`src/rtl/ace_pkg.sv`:
```
// rtl/ace_pkg.sv - shared constants and slot-owner encoding for the video RAM arbiter
package ace_pkg;

  localparam int ACE_AW     = 10;
  localparam int ACE_DW     = 8;
  localparam int ACE_STARVE = 4;

  typedef enum logic [1:0] {
    S_IDLE  = 2'd0,
    S_VID   = 2'd1,
    S_CPURD = 2'd2
  } owner_t;

endpackage

```
`src/rtl/vram_arbiter.sv`:
```
// rtl/vram_arbiter.sv - single-port video/char RAM arbiter, video priority with CPU starvation guard
module vram_arbiter
  import ace_pkg::*;
#(
  parameter int AW     = ACE_AW,
  parameter int DW     = ACE_DW,
  parameter int STARVE = ACE_STARVE
) (
  input  logic          clkram,
  input  logic          reset,
  input  logic          vid_req,
  input  logic [AW-1:0] vid_addr,
  output logic          vid_ack,
  output logic [DW-1:0] vid_rdata,
  output logic          vid_rvalid,
  input  logic          cpu_req,
  input  logic          cpu_we,
  input  logic [AW-1:0] cpu_addr,
  input  logic [DW-1:0] cpu_wdata,
  output logic          cpu_ack,
  output logic [DW-1:0] cpu_rdata,
  output logic          cpu_rvalid,
  output logic          cpu_wait,
  output logic [AW-1:0] ram_addr,
  output logic          ram_we,
  output logic [DW-1:0] ram_wdata,
  input  logic [DW-1:0] ram_rdata
);

  // Saturation point of the starvation counter; the counter is 4 bits wide.
  localparam logic [3:0] STARVE_LIM = 4'(STARVE);

  owner_t     owner;
  owner_t     owner_nxt;
  logic [3:0] starve_cnt;
  logic [3:0] starve_nxt;
  logic       cpu_forced;

  // Grant decision and RAM port steering; everything is held idle while reset is high.
  always_comb begin
    cpu_forced = 1'b0;
    vid_ack    = 1'b0;
    cpu_ack    = 1'b0;
    cpu_wait   = 1'b0;
    ram_addr   = vid_addr;
    ram_we     = 1'b0;
    ram_wdata  = cpu_wdata;
    if (!reset) begin
      // CPU overrides video once it has been held off for STARVE cycles in a row.
      cpu_forced = cpu_req && (starve_cnt == STARVE_LIM);
      vid_ack    = vid_req && !cpu_forced;
      cpu_ack    = cpu_req && !vid_ack;
      cpu_wait   = cpu_req && !cpu_ack;
      ram_we     = cpu_ack && cpu_we;
      if (cpu_ack) begin
        ram_addr = cpu_addr;
      end
    end
  end

  // Next slot owner (who collects read data next cycle) and next starvation count.
  always_comb begin
    owner_nxt  = S_IDLE;
    starve_nxt = starve_cnt;
    if (vid_ack) begin
      owner_nxt = S_VID;
    end else if (cpu_ack && !cpu_we) begin
      owner_nxt = S_CPURD;
    end
    if (cpu_ack || !cpu_req) begin
      starve_nxt = 4'd0;
    end else if (starve_cnt < STARVE_LIM) begin
      starve_nxt = starve_cnt + 4'd1;
    end
  end

  // State registers; reset discards any read still in flight.
  always_ff @(posedge clkram) begin
    if (reset) begin
      owner      <= S_IDLE;
      starve_cnt <= 4'd0;
    end else begin
      owner      <= owner_nxt;
      starve_cnt <= starve_nxt;
    end
  end

  // Read data is shared; the valid strobe tells which requester owns it.
  assign vid_rvalid = !reset && (owner == S_VID);
  assign cpu_rvalid = !reset && (owner == S_CPURD);
  assign vid_rdata  = ram_rdata;
  assign cpu_rdata  = ram_rdata;

endmodule

```
`config.mk`:
```
export PLATFORM = sky130hd
export DESIGN_NAME = vram_arbiter
export DESIGN_NICKNAME = d
export VERILOG_FILES = /design/src/rtl/ace_pkg.sv /design/src/rtl/vram_arbiter.sv
export SDC_FILE = /design/constraint.sdc
export NUM_CORES = 1
export LEC_CHECK = 0
export BUFFER_PORTS_ARGS = -buffer_cell sky130_fd_sc_hd__buf_2
export CAP_MARGIN = 20
export CORE_MARGIN = 2
export CORE_UTILIZATION = 34
export CTS_CLUSTER_SIZE = 12
export DETAILED_ROUTE_END_ITERATION = 8
export PLACE_DENSITY = 0.85
export SYNTH_ARGS = -nofsm -noshare
export SYNTH_HDL_FRONTEND = slang
export SYNTH_SLANG_ARGS = --single-unit
```
`constraint.sdc`:
```
create_clock -name clkram -period 2.78 [get_ports clkram]
set_input_delay 0.556 -clock clkram [delete_from_list [all_inputs] [get_ports clkram]]
set_output_delay 0.556 -clock clkram [all_outputs]
set_load 0.01 [all_outputs]
```
==> results.sh, run 1 <==
export IMPL_holdPathEnd="owner[1]"
export IMPL_postCtsHoldBufs=0
export IMPL_clockBufferDepth=2
export IMPL_die_area_mm2=0.00225
export IMPL_synth_warnings=0
export IMPL_synthDistinctLibCells=19
export IMPL_drt_iter0_markers=2
export IMPL_vias=486
export IMPL_cts_tree="yes"
export IMPL_tightestPinTransition_ns=0.460
export IMPL_globalRouteMet1Util_pct=10.7
export IMPL_reg2reg_depth=5
export IMPL_synth_area_leaders="buf_4, dfxtp_1, mux2_4"
export IMPL_max_freq_mhz=412
export IMPL_cts_buffers=3
export IMPL_holdPathStages=2
export IMPL_grt_overflow=0
export IMPL_p_total_uw=233
export IMPL_r2r_slack_ns=1.42
export IMPL_dpl_hpwl_um=973
export IMPL_synth_most_common_cell="buf_4"
export IMPL_first_global_vias=408
export IMPL_fin_hold_ws_ns=0.480
export IMPL_cts_resized=0
export IMPL_use_met2_pct=16.5
export IMPL_antenna_found_initial=0
export IMPL_finalCritPeriodShare_pct=87.4
export IMPL_cts_max_level=1
export IMPL_die_x_um=47.4
export IMPL_start_kind="flop"
export IMPL_gp_congestion=0.721
export IMPL_cp_max_fo=13
export IMPL_clock_skew_ns=0.00225
export IMPL_ios=81
export IMPL_synth_area_per_cell_um2=9.42
export IMPL_synth_fp_nets=111
export IMPL_vias_per_cell=4.38
export IMPL_min_from="cpu_we"
export IMPL_drc_errors=0
export IMPL_port_buffers=40
export IMPL_vdd_drop_max_uv=219
export IMPL_hold_path_class="in -> reg"
export IMPL_cts_setup_buffers=0
export IMPL_wl_per_cell_um=10.4
export IMPL_worst_ep_required_time_ns=2.22
export IMPL_drv_cap=0
export IMPL_arrival_ns=1.87
export IMPL_placeableCoreArea_mm2=0.00175
export IMPL_final_util_pct=39.8
export IMPL_antenna_cells=0
export IMPL_clkTransAtPathRegs_ns=0.05
export IMPL_initial_core_util_pct=36.7
export IMPL_status="finished, final reports clean"
export IMPL_synth_top_area_cell="buf_4"
export IMPL_yosysSeqAreaShare_pct=18.8
export IMPL_r2r_start="starve_cnt[0]"
export IMPL_reg2reg_to="owner[1]"
export IMPL_synth_async_reset_ratio_pct=0
export IMPL_ys_ff_latch=6
export IMPL_synth_edff_count=0
export IMPL_maxSlewViolCount=0
export IMPL_rsz0062_at_grt="false"
export IMPL_fin_cells=111
export IMPL_layout_nets=131
export IMPL_fin_crit_ns=2.43
export IMPL_drtPass1Iterations=4
export IMPL_cts_root_buf="clkbuf_4"
export IMPL_layout_drive_gt1_share_pct=64.0
export IMPL_power_density_mw_per_mm2=335
export IMPL_wirelength_mm=1.15
export IMPL_placed_cells=108
export IMPL_slew_headroom_pct=69.3
export IMPL_die_y_um=47.4
export IMPL_synth_common_cells="buf_4, mux2_4, dfxtp_1"
export IMPL_track_usage_pct=10.1
export IMPL_grt_pass1_wl_mm=1.57
export IMPL_final_antenna_net_count=0
export IMPL_netlist_area_leader_share_pct=28.1
export IMPL_critPathKind="reg -> out"
export IMPL_setup_viol=0
export IMPL_grt_start_max_net_pins=14
export IMPL_numClockSinks=6
export IMPL_hold_viol_final=0
export IMPL_num_rows=15
export IMPL_synth_cells=68
export IMPL_use_met3_pct=1.54
export IMPL_setup_tns_ns=0
export IMPL_insertion_delay_ns=0.24
export IMPL_synth_ff_type="dfxtp_1"
export IMPL_p_leak_nw=0.364
export IMPL_cp_end_kind="output pin"
export IMPL_top_usage_layer="met2"
export IMPL_syn_to_final_growth_pct=8.40
export IMPL_netlist_area_um2=641
## worst max-delay path, stage by stage, from the launching register on
cell and delay [ns]:
dfxtp_1 0.33, inv_1 0.06, ha_1 0.18, nand3b_4 0.11
a21oi_4 0.42, mux2_2 0.38, buf_2 0.14
## cell families after synthesis
| group | after synthesis | share of synthesized area [%] |
|---|---|---|
| compound gates | 6 | 6.45 |
| xor+xnor | 1 | 1.37 |
| fa+ha+maj | 2 | 3.91 |
| buf+inv | 30 | 34.2 |
| flops | 6 | 18.8 |
| mux | 10 | 21.7 |
| simple gates | 13 | 13.7 |
## where the power goes
part	internal (mW)	leakage, nW	switching [mW]	total, mW
clock	0.0488	0.0138	0.0302	0.0790
combinational	0.0382	0.302	0.0260	0.0642
sequential	0.0883	0.0488	0.00132	0.0896
total	0.175	0.364	0.0576	0.233
## through the flow
stage | cell area, um2 | setup WS (ns)
floorplan | 641 | 0.857
global placement | 672 | 0.495
detailed placement | 672 | 0.466
CTS | 694 | 0.313
global route | 694 | 0.219
finish | 694 | 0.351
## registers in the layout, summed over array words and instances (netlist names)
register    cells
owner           2
starve_cnt      4
## area by class of cell
cell class,count,area (um2)
fill,177,1050
multi-input combinational,32,302
timing repair buffer,40,200
sequential,6,120
tap,25,31.3
clock buffer,3,22.5
inverter,5,18.8
## layout by cell type (no fill, tap or decap), drive strengths merged
cell type / instances
nor3b: 2
ha: 2
and2: 1
clkbuf: 3
nor2: 4
buf: 40
xnor2: 1
a21oi: 5
nand3b: 1
o21ai: 1
nand2b: 2
nor2b: 1
mux2: 10
dfxtp: 6
nand4b: 1
nand2: 1
inv: 5
## worst max path at each step
stage | start | endpoint | cells past startpoint
floorplan | reset | ram_addr[0] | 4
global placement | reset | ram_addr[5] | 5
detailed placement | reset | ram_addr[9] | 5
CTS | starve_cnt[0] | ram_addr[9] | 6
global route | starve_cnt[0] | ram_addr[5] | 6
finish | starve_cnt[0] | ram_addr[9] | 6
## layer usage
layer | vias up | wire length (um)
li1 | 234 | -
met1 | 205 | 387
met2 | 40 | 604
met3 | 7 | 133
met4 | 0 | 25
met5 | - | 0
Note: power is estimated with default switching activity, not from simulation.
==> inputs of run 2 (changes only) <==
==> constraint.sdc (replaced) <==
create_clock -name clkram -period 2.78 [get_ports clkram]
set_input_delay 0.139 -clock clkram [delete_from_list [all_inputs] [get_ports clkram]]
set_output_delay 0.139 -clock clkram [all_outputs]
set_load 0.01 [all_outputs]
==> results.sh, run 2 (synthesis results as in run 1) <==
export IMPL_status="finished, final reports clean"
export IMPL_ff_latch_area_um2=120
export IMPL_multiInputGateArea_um2=302
export IMPL_cts_root_buf="clkbuf_4"
export IMPL_final_common_cell="buf_2"
export IMPL_cp_max_fo=13
export IMPL_syn_to_final_growth_pct=8.40
export IMPL_die_area_mm2=0.00225
export IMPL_drt_iter0_markers=3
export IMPL_port_buffers=40
export IMPL_start_kind="flop"
export IMPL_hold_viol_final=0
export IMPL_reg2reg_depth=5
export IMPL_setup_slack_ns=0.774
export IMPL_cts_setup_buffers=0
export IMPL_fin_crit_ns=2.01
export IMPL_layout_drive_gt1_share_pct=64.0
export IMPL_fin_area_um2=694
export IMPL_clock_skew_ns=0.00421
export IMPL_rsz0062_at_grt="false"
export IMPL_vias=482
export IMPL_grt_overflow=0
export IMPL_p_leak_nw=0.364
export IMPL_wl_per_cell_um=10.6
export IMPL_critPathKind="reg -> out"
export IMPL_cp_startpoint="starve_cnt[0]"
export IMPL_antenna_found_initial=0
export IMPL_wirelength_mm=1.18
export IMPL_arrival_ns=1.87
export IMPL_cts_max_level=1
export IMPL_vias_per_cell=4.34
export IMPL_die_x_um=47.4
export IMPL_gp_congestion=0.771
export IMPL_drv_cap=0
export IMPL_vdd_drop_max_uv=213
export IMPL_cts_buffers=3
export IMPL_first_global_vias=449
export IMPL_insertion_delay_ns=0.24
export IMPL_power_density_mw_per_mm2=337
export IMPL_layout_common_cells="buf_2, mux2_4, dfxtp_1, inv_1"
export IMPL_slew_headroom_pct=70.1
export IMPL_final_antenna_net_count=0
export IMPL_die_y_um=47.4
export IMPL_track_usage_pct=11.0
export IMPL_initial_core_util_pct=36.7
export IMPL_postCtsHoldBufs=0
export IMPL_num_rows=15
export IMPL_cts_resized=0
export IMPL_ios=81
export IMPL_tightestPinTransition_ns=0.447
export IMPL_numClockSinks=6
export IMPL_largest_reg_flops=4
export IMPL_reg_top3="starve_cnt x4, owner x2"
export IMPL_clockBufferDepth=2
export IMPL_cts_tree="yes"
export IMPL_num_fill_cells=175
export IMPL_max_freq_mhz=499
export IMPL_drc_errors=0
export IMPL_cp_end_kind="output pin"
export IMPL_placed_area_um2=672
export IMPL_setup_viol=0
export IMPL_maxSlewViolCount=0
export IMPL_layout_nets=131
export IMPL_antenna_cells=0
export IMPL_hold_path_class="in -> reg"
export IMPL_placeableCoreArea_mm2=0.00175
export IMPL_r2r_slack_ns=1.44
export IMPL_worst_ep_required_time_ns=2.64
export IMPL_fin_hold_ws_ns=0.0546
export IMPL_p_total_uw=234
export IMPL_grt_pass1_wl_mm=1.69
export IMPL_pre_cts_slack_ns=1.02
export IMPL_reg2reg_to="owner[1]"
export IMPL_r2r_start="starve_cnt[0]"
export IMPL_regMostFlops="starve_cnt"
export IMPL_setup_tns_ns=0
export IMPL_grt_start_max_net_pins=14
export IMPL_cp_endpoint="ram_addr[6]"
export IMPL_drtPass1Iterations=2
export IMPL_finalCritPeriodShare_pct=72.2
export IMPL_clkTransAtPathRegs_ns=0.05
run 2: per-stage QoR:
step	utilization (%)	std cells
after floorplan	-	68
after detailed placement	38.5	108
after global placement	38.5	108
after global routing	39.8	111
after CTS	39.8	111
final	39.8	111
run 2: routing by layer:
metal / global-route usage, % / wire length, um
met5: 0 / 0
met3: 3.08 / 135
met1: 10.7 / 380
met2: 18.6 / 655
met4: 10.0 / 10
run 2: final cells by class:
type	count	share of cell area (%)
clock buffers	3	3.24
inverters	5	2.70
multi-input cells	32	43.4
flip-flops and latches	6	17.3
well taps	25	4.50
repair buffers	40	28.8
run 2: report_power, final:
part	internal, mW	switching [mW]
combinational	0.0382	0.0264
clock	0.0488	0.0310
sequential	0.0883	0.00124
run 2: critical path, cell delays in order, from the launching register on:
cell and delay [ns]:
dfxtp_1 0.33, inv_1 0.06, ha_1 0.19, nand3b_4 0.11
a21oi_4 0.42, mux2_2 0.38, buf_2 0.13
run 2: worst min path at each step:
stage,start,endpoint,cells after the start
after floorplan,cpu_we,owner[1],1
after global placement,ram_rdata[5],vid_rdata[5],0
after detailed placement,ram_rdata[5],vid_rdata[5],0
after CTS,cpu_we,owner[1],2
after global routing,cpu_we,owner[1],2
final,cpu_we,owner[1],2
